`src/rtl/alu_op_sequencer.sv`:
```
// Sequences one 6502 ALU-class op: latch request, drive ALU operator flags for ALU_LATENCY cycles,
// capture result and flags into a response. Define ALU_SEQ_BACKTOBACK_EN to accept a new op in DONE.
module alu_op_sequencer #(
  parameter int ALU_LATENCY = 1
) (
  input  logic       CLK,
  input  logic       RST,
  input  logic       REQ_VALID,
  output logic       REQ_READY,
  input  logic [3:0] OP,
  input  logic [7:0] OPA,
  input  logic [7:0] OPB,
  input  logic       C_IN,
  input  logic       D_IN,
  output logic [7:0] ALU_A,
  output logic [7:0] ALU_B,
  output logic       SUMS,
  output logic       ANDS,
  output logic       ORS,
  output logic       EORS,
  output logic       SRS,
  output logic       DEC_En,
  output logic       ALU_Cin,
  input  logic [7:0] ALU_RESULT,
  input  logic       ALU_OF,
  input  logic       ALU_Cout,
  input  logic       ALU_HCout,
  output logic       RES_VALID,
  input  logic       RES_READY,
  output logic [7:0] RES_DATA,
  output logic [3:0] RES_FLAGS,
  output logic [3:0] RES_FMASK
);
  typedef enum logic [1:0] {S_IDLE, S_EXEC, S_DONE} state_t;
  typedef enum logic [3:0] {
    OP_ADC = 4'd0, OP_SBC = 4'd1, OP_AND = 4'd2, OP_ORA = 4'd3, OP_EOR = 4'd4, OP_LSR = 4'd5,
    OP_ROR = 4'd6, OP_ASL = 4'd7, OP_ROL = 4'd8, OP_CMP = 4'd9, OP_BIT = 4'd10
  } op_t;

  localparam logic [1:0] CNT_INIT = 2'(ALU_LATENCY - 1);

  state_t     state_q, state_d;
  logic [1:0] cnt_q, cnt_d;
  logic [3:0] op_q, op_d;
  logic [7:0] opa_q, opa_d, opb_q, opb_d;
  logic       c_q, c_d, d_q, d_d;
  logic [7:0] res_data_q, res_data_d;
  logic [3:0] res_flags_q, res_flags_d, res_fmask_q, res_fmask_d;
  logic       latch, capture, exec;

  // half carry is not needed by any op this block sequences
  logic unused_hcout;
  assign unused_hcout = ALU_HCout;

  always_ff @(posedge CLK or posedge RST) begin
    if (RST) begin
      state_q     <= S_IDLE;
      cnt_q       <= '0;
      op_q        <= '0;
      opa_q       <= '0;
      opb_q       <= '0;
      c_q         <= 1'b0;
      d_q         <= 1'b0;
      res_data_q  <= '0;
      res_flags_q <= '0;
      res_fmask_q <= '0;
    end else begin
      state_q     <= state_d;
      cnt_q       <= cnt_d;
      op_q        <= op_d;
      opa_q       <= opa_d;
      opb_q       <= opb_d;
      c_q         <= c_d;
      d_q         <= d_d;
      res_data_q  <= res_data_d;
      res_flags_q <= res_flags_d;
      res_fmask_q <= res_fmask_d;
    end
  end

  always_comb begin
    state_d = state_q;
    cnt_d   = cnt_q;
    latch   = 1'b0;
    capture = 1'b0;
    unique case (state_q)
      S_IDLE: if (REQ_VALID) begin
        latch   = 1'b1;
        cnt_d   = CNT_INIT;
        state_d = S_EXEC;
      end
      S_EXEC: begin
        if (cnt_q == 2'd0) begin
          capture = 1'b1;
          state_d = S_DONE;
        end else begin
          cnt_d = cnt_q - 2'd1;
        end
      end
      S_DONE: if (RES_READY) begin
`ifdef ALU_SEQ_BACKTOBACK_EN
        if (REQ_VALID) begin
          latch   = 1'b1;
          cnt_d   = CNT_INIT;
          state_d = S_EXEC;
        end else begin
          state_d = S_IDLE;
        end
`else
        state_d = S_IDLE;
`endif
      end
      default: state_d = S_IDLE;
    endcase
  end

`ifdef ALU_SEQ_BACKTOBACK_EN
  assign REQ_READY = (state_q == S_IDLE) || (state_q == S_DONE && RES_READY);
`else
  assign REQ_READY = (state_q == S_IDLE);
`endif
  assign RES_VALID = (state_q == S_DONE);
  assign exec      = (state_q == S_EXEC);

  assign op_d  = latch ? OP   : op_q;
  assign opa_d = latch ? OPA  : opa_q;
  assign opb_d = latch ? OPB  : opb_q;
  assign c_d   = latch ? C_IN : c_q;
  assign d_d   = latch ? D_IN : d_q;

  // operator decode from latched op; gated to zero outside EXEC
  logic [4:0] fsel;
  logic       dec, cin;
  logic [7:0] a_drv, b_drv;
  always_comb begin
    fsel  = '0;
    dec   = 1'b0;
    cin   = 1'b0;
    a_drv = opa_q;
    b_drv = opb_q;
    case (op_q)
      OP_ADC: begin fsel = 5'b10000; dec = d_q; cin = c_q; end
      OP_SBC: begin
        fsel  = 5'b10000; dec = d_q; cin = c_q;
        b_drv = d_q ? {4'h9 - opb_q[7:4], 4'h9 - opb_q[3:0]} : ~opb_q;
      end
      OP_AND, OP_BIT: fsel = 5'b01000;
      OP_ORA:         fsel = 5'b00100;
      OP_EOR:         fsel = 5'b00010;
      OP_LSR, OP_ROR: begin fsel = 5'b00001; b_drv = 8'h01; end
      OP_ASL:         begin fsel = 5'b10000; b_drv = opa_q; end
      OP_ROL:         begin fsel = 5'b10000; b_drv = opa_q; cin = c_q; end
      OP_CMP:         begin fsel = 5'b10000; b_drv = ~opb_q; cin = 1'b1; end
      default: begin a_drv = '0; b_drv = '0; end
    endcase
  end

  assign {SUMS, ANDS, ORS, EORS, SRS} = exec ? fsel : 5'b0;
  assign DEC_En  = exec & dec;
  assign ALU_Cin = exec & cin;
  assign ALU_A   = exec ? a_drv : 8'h00;
  assign ALU_B   = exec ? b_drv : 8'h00;

  // response formation from the sampled ALU outputs
  logic [7:0] rd, nz_src;
  logic       fn, fv, fz, fc;
  logic [3:0] fmask;
  always_comb begin
    rd     = ALU_RESULT;
    nz_src = ALU_RESULT;
    fv     = ALU_OF;
    fc     = ALU_Cout;
    fmask  = 4'b0000;
    case (op_q)
      OP_ADC, OP_SBC:         fmask = 4'b1111;
      OP_AND, OP_ORA, OP_EOR: fmask = 4'b1010;
      OP_LSR: begin fc = opa_q[0]; fmask = 4'b1011; end
      OP_ROR: begin
        rd     = {c_q, ALU_RESULT[6:0]};
        nz_src = rd;
        fc     = opa_q[0];
        fmask  = 4'b1011;
      end
      OP_ASL, OP_ROL: fmask = 4'b1011;
      OP_CMP: begin rd = opa_q; fmask = 4'b1011; end
      OP_BIT: begin rd = opa_q; fv = opb_q[6]; fmask = 4'b1110; end
      default: begin rd = '0; nz_src = '0; end
    endcase
    fn = (op_q == OP_BIT) ? opb_q[7] : nz_src[7];
    fz = (nz_src == 8'h00);
  end

  assign res_data_d  = capture ? rd : res_data_q;
  assign res_flags_d = capture ? ({fn, fv, fz, fc} & fmask) : res_flags_q;
  assign res_fmask_d = capture ? fmask : res_fmask_q;

  assign RES_DATA  = res_data_q;
  assign RES_FLAGS = res_flags_q;
  assign RES_FMASK = res_fmask_q;
endmodule
```
`config.mk`:
```
export PLATFORM = sky130hd
export DESIGN_NAME = alu_op_sequencer
export DESIGN_NICKNAME = d
export VERILOG_FILES = /design/src/rtl/alu_op_sequencer.sv
export SDC_FILE = /design/constraint.sdc
export NUM_CORES = 1
export LEC_CHECK = 0
export CORE_MARGIN = 10
export CORE_UTILIZATION = 47
export CTS_BUF_LIST = sky130_fd_sc_hd__clkbuf_16
export CTS_CLUSTER_DIAMETER = 50
export DETAILED_ROUTE_END_ITERATION = 10
export HOLD_SLACK_MARGIN = 0.06
export PLACE_DENSITY = 0.81
export REMOVE_ABC_BUFFERS = 1
export SLEW_MARGIN = 30
export SYNTH_ARGS = -nofsm -noshare
export SYNTH_HDL_FRONTEND = slang
export SYNTH_SLANG_ARGS = --single-unit
export TNS_END_PERCENT = 20
```
`constraint.sdc`:
```
create_clock -name CLK -period 2.4 [get_ports CLK]
set_clock_uncertainty 0.2 [all_clocks]
set_input_delay 0.72 -clock CLK [delete_from_list [all_inputs] [get_ports CLK]]
set_output_delay 0.72 -clock CLK [all_outputs]
set_load 0.1 [all_outputs]
```
Yosys cells after proc, flatten, opt, wreduce, memory -nomap -nowiden
Cells that the tools add are included. W data, S select, Z words.

Flip-flop bits (word level): 42. Latch bits: 0. Memory bits (writable): 0. Bits in read-only memories: 0. Bits of input ports: 37. Output and inout bits: 41. Word-level logic and storage cells: 79. Memories kept: 0.

Add/sub/neg operators: 3. $mul: 0. Divide/modulo/power cells: 0. $lt $le $gt $ge: 0. Equality and inequality tests: 16. Shift operators: 0. Mux-type cells: 26. Bitwise logic cells: 4. Reductions and logical operators: 20.

Operators with widths (number): $pmux W8 S5 (1); $mux W8 (4); $pmux W5 S5 (1); $pmux W8 S3 (1); $eq A4 B3 Y1 const B (4); $pmux W4 S4 (1); $pmux W8 S2 (1); $reduce_or A5 Y1 (3); $eq A4 B4 Y1 const B (3); $reduce_or A11 Y1 (1); $mux W2 (5); $reduce_or A10 Y1 (1); $reduce_or A2 Y1 (5); $eq A4 B2 Y1 const B (2); $logic_not A8 Y1 (1); $mux W1 (8); $not A8 Y8 (1); $reduce_or A8 Y1 (1); $sub A4 B4 Y4 const A (2); $pmux W2 S3 (1); $reduce_and A3 Y1 (2); $reduce_or A3 Y1 (2); $mux W5 (1); $and A4 B4 Y4 (1); 12 further kinds (16).

Depth between registers and ports, before layout
Depth after elaboration: 5. Mapped depth: 7. Gate-level depth less buffers: 6.

Least setup slack after synthesis
No wires, ideal clock.

Kind: register -> output. Start: reg op_q[2]. End: out ORS. Arrival time: 4039 ps. Required time: 1480 ps. Path slack: -2559 ps. Stages on the path, launching flop included: 5. Buffers on the path: 3. Cell sequence: dfrtp_1 > buf_2 > buf_2 > buf_2 > nor4b_1.

Word-level cells in the longest chain between the ends: 4. Elaborated cells on any way between the ends: 16. Classes of those cells: eq/ne (10); mux (2); reduce/logical (4).

Ends and longest elaborated chain: start, declared (line 44) `logic [3:0] op_q, op_d;`; start signal, assigned (line 70) `op_q <= op_d;`; $eq A4 B4 Y1, or another cell as far along (line 141) `case (op_q)`; $reduce_or A5 Y1 (no line), or another cell as far along; $pmux W5 S5 * (line 141); $mux W5 * (line 158) `assign {SUMS, ANDS, ORS, EORS, SRS} = exec ? fsel : 5'b0;`; end, declared (line 19) `output logic ORS,`.

Mark *: on every way between the ends. The rest lies on a longest branch, timed or not.

Worst setup path in the final report
Start: reg op_q[2]. End: out ALU_B[5].

Word-level cells in the longest chain between the ends: 4. Elaborated cells on any way between the ends: 16. Classes of those cells: eq/ne (10); mux (2); reduce/logical (4).

Ends and longest elaborated chain: $eq A4 B4 Y1, or another cell as far along (line 141); $reduce_or A5 Y1 (no line) / $reduce_or A2 Y1 (equally long branches); $pmux W8 S5 * (line 141); $mux W8 * (line 162) `assign ALU_B = exec ? b_drv : 8'h00;`; end, declared (line 16) `output logic [7:0] ALU_B,`.

Marked as above.

==> metrics <==
Syn Area/Cell 9.713 um^2; DRT Wirelength 11,860 um; Die Width 92.31 um; final setup vio count 23; failing checks negative setup slack; Routed Antenna Nets 0; IO Port Bufs 76; Row Count 26; worst-path cell chain buf_4 > nor4b_4 > and2_4 > nor2_2 > a311oi_2 > clkbuf_16; Tcrit/Tclk final 126.9%; DR vias 2,953; initial antenna violation count 0; die height 92.31 um; #FFs+latches synth 41; CTS Sinks 41; Setup WS post-layout -0.6446 ns; crit-path max cell delay 0.46 ns; Root Buffer clkbuf_16; synth unique cells 47; global-route wire length before repair 16,310 um; HPWL after detailed placement 6372 um; WL/cell 26.66 um; Worst slew margin 73.07%; Critical R2R Launch cnt_q[1]$_DFFE_PP0P_; reg2reg end RES_FLAGS[1]$_DFFE_PP0P_; ys async rst share 100.0%; Final Max Slew Viols 0; largest net degree at the start of global routing 42; Worst R2R Path Depth 7; outcome finished with violations; crit path max fanout 6; fraction of layout cells with a size suffix above 1 47.47%; Most used DFF post-synth dfrtp_1; H-tree Lvls 2; Seq/Total Area, Yosys 41.75%; Die ar. 8520 um^2; Post-Syn Instances 253; DRC 0; via density per instance 6.636; Post-CTS Hold Buffers 0; Max Root-Sink Buffers 2; Crit. End Element primary output; CP Data Required Time 1.48 ns; overall global routing resource usage 24.20%; CP max stage cell dfrtp_2; DR pass1 iterations 5; RSZ-0062 raised after global routing true; Final Hold Viols 0; # fillers 209; area delta synth->final 83.96%; num ports 78; Inserted Diodes 0; Least-Margin Pin Slew 0.4028 ns; total grt overflow 0; number of global-route vias before repair 2,834; Starting Density 48.42%; warnings from Yosys 0; TritonCTS Buffers 5; path type of the worst setup path flip-flop to primary output; Min-Delay Path Class flip-flop to flip-flop; area of the core 5075 um^2; Crit path arrival time 2.12 ns; Max Cap Viol 0; CP Capture Point ALU_B[5]; Worst Setup SP op_q[2]$_DFFE_PP0P_; Startpoint Class flip-flop; setup TNS -9.335 ns; worst skew pair latency 0.29 ns; Final nets 414; mapped cell area 2457 um^2; number of flops mapped to enable cells by yosys 0; CTS clk-pin slew, worst paths 0.06 ns; Worst R2R Setup Slack 0.11 ns; GP Congestion 0.8827; CTS tree yes; fmax 328.5 MHz; Final Critical Period 3.045 ns; First DRT Iteration DRCs 269
## flip-flops by register name, indices dropped and copies added, names as in the netlist
signal     cells
RES_FLAGS      4
c_q            1
RES_FMASK      3
cnt_q          2
RES_DATA       8
d_q            1
opb_q          8
op_q           4
state_q        2
opa_q          8
## area by class of cell
class                   count  area (um^2)  area share [%]
inverters                  10        37.54          0.8303
repair buffers            135         1670           36.95
multi-input cells         181         1558           34.46
clock buffers               5        125.1           2.768
well taps                  70        87.58           1.937
flip-flops and latches     41         1030           22.78
clock inverters             3        12.51          0.2768
## cell families after synthesis
| kind of cell | synth area share, % |
|---|---|
| AOI/OAI and AO/OA | 23.83 |
| xor gates and xnor gates | 0.3565 |
| DFF | 41.75 |
| and+or+nand+nor | 17.62 |
| buffers and inverters | 6.314 |
| adders and majority gates | 1.528 |
| muxes | 8.605 |
## worst min path at each step
stage | cells after the start | end | from | slack [ns]
floorplan | 2 | cnt_q[1]$_DFFE_PP0P_ | cnt_q[1]$_DFFE_PP0P_ | 0.28
global placement | 2 | cnt_q[1]$_DFFE_PP0P_ | cnt_q[1]$_DFFE_PP0P_ | 0.29
detailed placement | 1 | c_q$_DFFE_PP0P_ | c_q$_DFFE_PP0P_ | 0.33
CTS | 2 | cnt_q[1]$_DFFE_PP0P_ | cnt_q[1]$_DFFE_PP0P_ | 0.32
global route | 1 | RES_DATA[3]$_DFFE_PP0P_ | RES_DATA[3]$_DFFE_PP0P_ | 0.39
finish | 1 | RES_DATA[3]$_DFFE_PP0P_ | RES_DATA[3]$_DFFE_PP0P_ | 0.37
## repair_timing
| action | CTS | global route |
|---|---|---|
| gates resized for setup | 56 | 18 |
| setup endpoints to repair | 23 | 23 |
| setup buffers | 3 | 6 |
| pin swaps | 15 | 8 |
## metrics by stage
step                util [%]  setup slack [ns]  instance area, um^2  hold WS, ns  std cells
finish                 89.08           -0.6446                 4521       0.3732        445
detailed placement     79.09           -0.3280                 4014       0.3260        430
floorplan                  -            -2.703                 2340       0.2752        232
global route           89.08           -0.6748                 4521       0.3853        445
CTS                    86.29           -0.4611                 4379       0.3184        439
global placement       79.09           -0.2647                 4014       0.2894        430
## placed cells by master (no fill, tap or decap), types with 3 or more instances in the layout
cell type        Yosys  layout
nor3_1               4       4
buf_6                2       5
clkdlybuf4s50_1      0      35
ha_1                 3       3
a21oi_1             14       8
clkbuf_16            0       6
and2_4               0       9
a21oi_2              0       6
dfrtp_1             41      38
or3_1                3       3
nand3_1              7       7
nand2b_1             7       6
o2bb2ai_1            7       7
nor2_2               0       4
buf_4                3      51
mux2_2              17      17
buf_12               0      42
a22o_1              11      11
nor4_4               0       4
inv_1               10       9
nand2_1             18      17
o21ai_0             18      14
dfrtp_2              0       3
a32oi_1              8       8
o21ai_2              0       3
nor2_1               9       5
## worst max-delay path, delay by kind of cell (launching register included)
| family | cells | cell delay, ns |
|---|---|---|
| AOI/OAI and AO/OA | 1 | 0.31 |
| buffers and inverters | 2 | 0.44 |
| and+or+nand+nor | 3 | 0.61 |
| DFF | 1 | 0.46 |
## metal layers
| metal | share of wire, % | global-route usage, % | wire [um] | up-vias |
|---|---|---|---|---|
| li1 | - | - | - | 1183 |
| met1 | 36 | 27.43 | 4241 | 1408 |
| met2 | 48 | 42.18 | 5667 | 280 |
| met3 | 11 | 7.425 | 1256 | 82 |
| met4 | 5.9 | 8.355 | 695 | 0 |
| met5 | 0 | 0 | 0 | - |
## Yosys cell counts (3+ instances only)
library cell,number,area share (%)
a32oi_1,8,2.9
dfrtp_1,41,42
nor2_1,9,1.4
nand2_1,18,2.7
a22o_1,11,3.9
nand2b_1,7,1.8
nor4_1,5,1.3
inv_1,10,1.5
buf_4,3,0.92
clkbuf_1,6,0.92
a21o_1,3,0.92
or3_1,3,0.76
nand3_1,7,1.4
nor3_1,4,0.81
a21oi_1,14,2.9
and2_1,10,2.5
mux2_2,17,7.8
buf_2,10,2.0
a22oi_1,3,0.92
ha_1,3,1.5
nor2b_1,4,1.0
o2bb2ai_1,7,2.5
o21ai_0,18,3.7
Power is left out: the tool's default activity adds up to more than one toggle a clock period on the data nets, which glitch-free logic cannot reach.
